[src/rtl/ddr4_v2_2_20_mc_pkg.sv]
// Shared MC definitions: port count, precharge-port state encoding and a
// saturating counter decrement used by the per-port timers.
package ddr4_v2_2_20_mc_pkg;

  localparam int PORTS = 4;

  typedef enum logic {
    IDLE = 1'b0,
    OPEN = 1'b1
  } pre_state_t;

  function automatic int unsigned sat_dec(input int unsigned v);
    return (v == 32'd0) ? 32'd0 : v - 32'd1;
  endfunction

endpackage

[src/rtl/ddr4_v2_2_20_mc_pre_port.sv]
// One group port: open/idle row state plus tRAS, CAS->PRE and tRP timers.
// Outputs are combinational from registered state; no internal backpressure.
module ddr4_v2_2_20_mc_pre_port
  import ddr4_v2_2_20_mc_pkg::*;
#(
  parameter int tRAS = 32,
  parameter int tRTP = 4,
  parameter int tWTP = 20,
  parameter int tRP  = 12,
  parameter int CNTW = 8
) (
  input  logic clk,
  input  logic rst_n,
  input  logic preReq,
  input  logic actWin,
  input  logic rdWin,
  input  logic wrWin,
  input  logic preWin,
  output logic preReqT,
  output logic actRpOK,
  output logic portOpen
);

  // An event at cycle N loads T-1, so N+T is the first cycle the count reads 0.
  localparam logic [CNTW-1:0] RAS_LD = CNTW'(tRAS - 1);
  localparam logic [CNTW-1:0] RTP_LD = CNTW'(tRTP - 1);
  localparam logic [CNTW-1:0] WTP_LD = CNTW'(tWTP - 1);
  localparam logic [CNTW-1:0] RP_LD  = CNTW'(tRP - 1);

  pre_state_t      state, state_nxt;
  logic [CNTW-1:0] ras_cnt, cas_cnt, rp_cnt;
  logic [CNTW-1:0] ras_nxt, cas_nxt, rp_nxt;

  always_ff @(posedge clk or negedge rst_n) begin
    if (!rst_n) begin
      state   <= IDLE;
      ras_cnt <= '0;
      cas_cnt <= '0;
      rp_cnt  <= '0;
    end else begin
      state   <= state_nxt;
      ras_cnt <= ras_nxt;
      cas_cnt <= cas_nxt;
      rp_cnt  <= rp_nxt;
    end
  end

  always_comb begin
    state_nxt = state;
    ras_nxt   = CNTW'(sat_dec(32'(ras_cnt)));
    cas_nxt   = CNTW'(sat_dec(32'(cas_cnt)));
    rp_nxt    = CNTW'(sat_dec(32'(rp_cnt)));

    case (state)
      IDLE:    if (actWin) state_nxt = OPEN;
      OPEN:    if (preWin) state_nxt = IDLE;
      default: state_nxt = IDLE;
    endcase

    if (actWin) ras_nxt = RAS_LD;
    // CAS recovery only ever extends, so a pending write window survives a later read.
    if (rdWin && (RTP_LD > cas_nxt)) cas_nxt = RTP_LD;
    if (wrWin && (WTP_LD > cas_nxt)) cas_nxt = WTP_LD;

    if (preWin) begin
      rp_nxt  = RP_LD;
      ras_nxt = '0;
      cas_nxt = '0;
    end
  end

  assign portOpen = (state == OPEN);
  assign preReqT  = preReq & portOpen & (ras_cnt == '0) & (cas_cnt == '0);
  assign actRpOK  = ~portOpen & (rp_cnt == '0);

  a_act_idle: assert property (@(posedge clk) disable iff (!rst_n)
    !(actWin && state == OPEN));
  a_pre_open: assert property (@(posedge clk) disable iff (!rst_n)
    !(preWin && state == IDLE));
  a_rd_wr_excl: assert property (@(posedge clk) disable iff (!rst_n)
    !(rdWin && wrWin));
  a_cas_open: assert property (@(posedge clk) disable iff (!rst_n)
    !((rdWin || wrWin) && state != OPEN));

endmodule

[src/rtl/ddr4_v2_2_20_mc_pre_timer.sv]
// Precharge/activate timing gate for all group ports; qualifies preReq and permits ACT.
// Combinational outputs from registered per-port state; ports never block each other.
module ddr4_v2_2_20_mc_pre_timer
  import ddr4_v2_2_20_mc_pkg::*;
#(
  parameter int tRAS = 32,
  parameter int tRTP = 4,
  parameter int tWTP = 20,
  parameter int tRP  = 12,
  parameter int CNTW = 8
) (
  input  logic             clk,
  input  logic             rst_n,
  input  logic [PORTS-1:0] preReq,
  input  logic [PORTS-1:0] actWin,
  input  logic [PORTS-1:0] rdWin,
  input  logic [PORTS-1:0] wrWin,
  input  logic [PORTS-1:0] preWin,
  output logic [PORTS-1:0] preReqT,
  output logic [PORTS-1:0] actRpOK,
  output logic [PORTS-1:0] portOpen
);

  for (genvar p = 0; p < PORTS; p++) begin : g_port
    ddr4_v2_2_20_mc_pre_port #(
      .tRAS(tRAS),
      .tRTP(tRTP),
      .tWTP(tWTP),
      .tRP (tRP),
      .CNTW(CNTW)
    ) u_port (
      .clk     (clk),
      .rst_n   (rst_n),
      .preReq  (preReq[p]),
      .actWin  (actWin[p]),
      .rdWin   (rdWin[p]),
      .wrWin   (wrWin[p]),
      .preWin  (preWin[p]),
      .preReqT (preReqT[p]),
      .actRpOK (actRpOK[p]),
      .portOpen(portOpen[p])
    );
  end

  // The arbiter grants at most one command of each kind per cycle.
  a_act_1h: assert property (@(posedge clk) disable iff (!rst_n) $onehot0(actWin));
  a_rd_1h:  assert property (@(posedge clk) disable iff (!rst_n) $onehot0(rdWin));
  a_wr_1h:  assert property (@(posedge clk) disable iff (!rst_n) $onehot0(wrWin));
  a_pre_1h: assert property (@(posedge clk) disable iff (!rst_n) $onehot0(preWin));

endmodule

[config.mk]
export PLATFORM = sky130hd
export DESIGN_NAME = ddr4_v2_2_20_mc_pre_timer
export DESIGN_NICKNAME = d
export VERILOG_FILES = /design/src/rtl/ddr4_v2_2_20_mc_pkg.sv /design/src/rtl/ddr4_v2_2_20_mc_pre_port.sv /design/src/rtl/ddr4_v2_2_20_mc_pre_timer.sv
export SDC_FILE = /design/constraint.sdc
export NUM_CORES = 1
export LEC_CHECK = 0
export ABC_AREA = 1
export CORE_UTILIZATION = 60
export DETAILED_ROUTE_END_ITERATION = 10
export GPL_TIMING_DRIVEN = 0
export PLACE_DENSITY = 0.81
export SKIP_LAST_GASP = 1
export SLEW_MARGIN = 20
export SYNTH_ARGS = -nofsm -noshare
export SYNTH_HDL_FRONTEND = slang
export SYNTH_HIERARCHICAL = 1
export SYNTH_SLANG_ARGS = --single-unit
[constraint.sdc]
create_clock -name clk -period 1.7 [get_ports clk]
set_input_delay 0.17 -clock clk [delete_from_list [all_inputs] [get_ports clk]]
set_output_delay 0.17 -clock clk [all_outputs]
set_load 0.005 [all_outputs]
==> summary.md <==
| Metric | Value |
|---|---|
| M2 GR Usage | 48.3% |
| Worst Reg-to-Reg Cells | 12 |
| Worst hold path class | in -> async |
| Worst slew margin | 66.1% |
| Syn nets | 794 |
| Critical Path RT | 2.02 ns |
| Synth Flop Type | dfrtp_1 |
| GRT Total Usage | 27.3% |
| Final Cycle Share | 107% |
| Clk_skew | 0.0135 ns |
| Fin. max-slew vios | 0 |
| Remaining antenna violation count after routing | 0 |
| Top cells by area, synth | dfrtp_1 43%, nor2_1 8.7%, nand2_1 8.2% |
| Total congestion overflow | 0 |
| Pre-antenna DRT Iters | 5 |
| Reg2reg setup slack | -0.12 ns |
| Antenna violations before repair | 0 |
| Pwr per Cell Area | 1520 nW/um2 |
| Share of layout cells above drive strength 1 | 30.8% |
| Final Hold Violating Endpoints | 0 |
| Met3 usage | 4.44% |
| Root Buffer Master | clkbuf_8 |
| Clock buffer depth | 2 |
| Critical Path End Type | register |
| Post-Syn Instances | 748 |
| Initial core utilization | 62.6% |
| Iter 0 DRT Violations | 240 |
| Worst Tran Pin Value | 0.509 ns |
| Area Overhead vs Synth | 32.0% |
| Vias in the first global route | 5138 |
| Core Util, Final | 82.6% |
| Synthesized flop and latch total | 100 |
| Most Crowded Layer GR | met2 |
| Port bufs | 33 |
| Max-capacitance violation count | 0 |
| Global-route wire length before repair | 22100 um |
| Fmax | 548 MHz |
| EDFF count, synth | 0 |
| Failing checks | setup timing |
| Die H | 101 um |
| Maximum fanout along the worst path | 3 |
| Clk slew on worst S/H paths | 0.10 ns |
| Skew-Pair Late Insertion Delay | 0.37 ns |
| DR vias | 5425 |
| CP Launch Type | register |
| Diode count | 0 |
| Global-route track usage on met1 | 33.7% |
| CTS tree | yes |
| RSZ-0062 raised after global routing | true |
| FP Rows | 35 |
| Worst reg2reg endpoint | g_port[3].u_port/cas_cnt[0]$_DFF_PN0_ |
| Max VDD drop | 0.965 mV |
| Sequential area share after synthesis | 42.7% |
| Top Ports | 34 |
| Commonest cells in the netlist | 136 x nor2_1, 128 x nand2_1, 104 x inv_1 |
| Post-synth top area cell | dfrtp_1 |
| Cell area after layout | 7740 um2 |
| WL final | 15300 um |
| CTS HTree Levels | 3 |
| Outcome | complete, but fails checks |
| Avg WL per Cell | 15.4 um |
| RR Startpoint | g_port[3].u_port/cas_cnt[1]$_DFF_PN0_ |
| Die Width | 101 um |
| Distinct cell type count after synthesis | 25 |
| TritonCTS buffer count | 9 |
| Dpl cell area | 6390 um2 |
| Critical path class | reg -> reg |
| Yosys top cell area share | 42.7% |
| Leak | 3.74 nW |
| Largest net degree at the start of global routing | 71 |
| Final Net Count | 908 |
| Core Area | 9370 um2 |
| Die Area | 10200 um2 |
| Crit path DAT | 2.14 ns |
| DRC violations left | 0 |
| Via density | 5.45 |
| Top-count cell post-synth | nor2_1 |
| Mean Syn Cell Area | 7.84 um2 |
| Detailed Place HPWL | 8120 um |
| Fin worst setup slack | -0.124 ns |
| Clock sink count | 100 |
| Placer Congestion | 0.846 |
| Synth Cell Area | 5870 um2 |
| Final setup fails | 9 |
| Fin crit period | 1.82 ns |
| Synth async-reset ratio | 100% |
| Ys Warns | 6 |
## timing repair
item,CTS,global route
endpoints found under the setup margin,12,38
gates resized for setup,83,129
setup buffers,43,26
hold endpoints to repair,30,0
pin swaps,24,56
gates cloned,0,0
hold buffers,1,0
## power by group
part	leakage, nW	internal (mW)	switching (mW)
Clock	0.0987	0.757	0.830
Sequential	1.27	2.75	0.451
Combinational	2.37	2.95	4.00
## worst max-delay path, stage by stage, from the launching register on
cell and delay [ns]:
dfrtp_1 0.42, inv_2 0.15, ha_4 0.15, nand2_2 0.07
nor2_2 0.17, nor2_1 0.09, nor2_1 0.17, nand2_1 0.10
nor2_2 0.15, nand2_1 0.09, nand3_1 0.08, nand2_1 0.07
inv_1 0.07
## final cells by class
class,instances,area (um2)
well taps,129,161
clock inverters,3,46.3
inverters,112,420
flip-flops and latches,100,2510
fillers,585,1630
multi-input cells,532,3530
plain buffers,4,15.0
repair buffers,103,903
clock buffers,12,155
## worst max path at each step
| stage | startpoint | cells past startpoint | endpoint |
|---|---|---|---|
| 2_1_floorplan | g_port[0].u_port/cas_cnt[0]$_DFF_PN0_ | 8 | g_port[0].u_port/cas_cnt[3]$_DFF_PN0_ |
| 3_3_place_gp | rst_n | 1 | g_port[0].u_port/ras_cnt[3]$_DFF_PN0_ |
| 3_5_place_dp | g_port[2].u_port/ras_cnt[3]$_DFF_PN0_ | 6 | preReqT[2] |
| 4_1_cts | g_port[2].u_port/ras_cnt[3]$_DFF_PN0_ | 6 | preReqT[2] |
| 5_1_grt | g_port[3].u_port/cas_cnt[1]$_DFF_PN0_ | 12 | g_port[3].u_port/cas_cnt[0]$_DFF_PN0_ |
| 6_report | g_port[3].u_port/cas_cnt[1]$_DFF_PN0_ | 12 | g_port[3].u_port/cas_cnt[0]$_DFF_PN0_ |
## flip-flops by register name, summed over array words and instances (netlist names)
signal,flops
g_port.u_port/cas_cnt,32
g_port.u_port/ras_cnt,32
g_port.u_port/rp_cnt,32
g_port.u_port/portOpen,4
## metal layers
metal / share of wire, % / vias to the layer above
li1: - / 2582
met5: 0 / -
met4: 2.0 / 0
met3: 4.3 / 32
met2: 54 / 171
met1: 40 / 2640
## cell usage in the layout (no fill, tap or decap), types with 5 or more instances in the layout
| cell type | Yosys | final |
|---|---|---|
| xor2_1 | 28 | 28 |
| clkbuf_8 | 0 | 11 |
| a21oi_1 | 36 | 34 |
| nor3_2 | 0 | 7 |
| o21ai_0 | 24 | 19 |
| nor4_1 | 8 | 8 |
| nand3_4 | 0 | 15 |
| ha_1 | 24 | 12 |
| nand3_1 | 48 | 26 |
| dfrtp_1 | 100 | 93 |
| nand2_4 | 8 | 10 |
| nor3_1 | 16 | 8 |
| nor2_4 | 8 | 15 |
| clkdlybuf4s50_1 | 0 | 24 |
| inv_2 | 4 | 28 |
| inv_1 | 104 | 80 |
| dfrtp_2 | 0 | 7 |
| clkbuf_1 | 4 | 5 |
| nand2_2 | 8 | 17 |
| ha_4 | 0 | 11 |
| buf_4 | 0 | 58 |
| nand3_2 | 12 | 19 |
| xnor2_1 | 16 | 12 |
| nand2_1 | 128 | 117 |
| nor2_1 | 136 | 104 |
| nor2_2 | 8 | 33 |
| nand4_1 | 8 | 8 |
| buf_6 | 0 | 8 |
| buf_2 | 0 | 8 |
## stage by stage
stage,TNS [ns],hold slack [ns],power [mW],setup slack (ns),instances
global route,-1.58,0.250,12.5,-0.146,995
global placement,-322.54,0.459,7.43,-3.22,910
CTS,-0.194,0.231,9.72,-0.0737,970
finish,-0.501,0.231,11.7,-0.124,995
detailed placement,-1.14,0.0710,7.63,-0.242,911
floorplan,0,-0.126,6.72,0.213,748
## logic make-up after synthesis
kind of cell    after synthesis  synth area share (%)
buf+inv                     116                  7.42
compound gates               60                  5.12
flops                       100                  42.7
fa+ha+maj                    24                  5.12
xor+xnor                     44                  6.57
simple gates                404                  33.1
No activity file was read; power rests on OpenSTA's default activity.
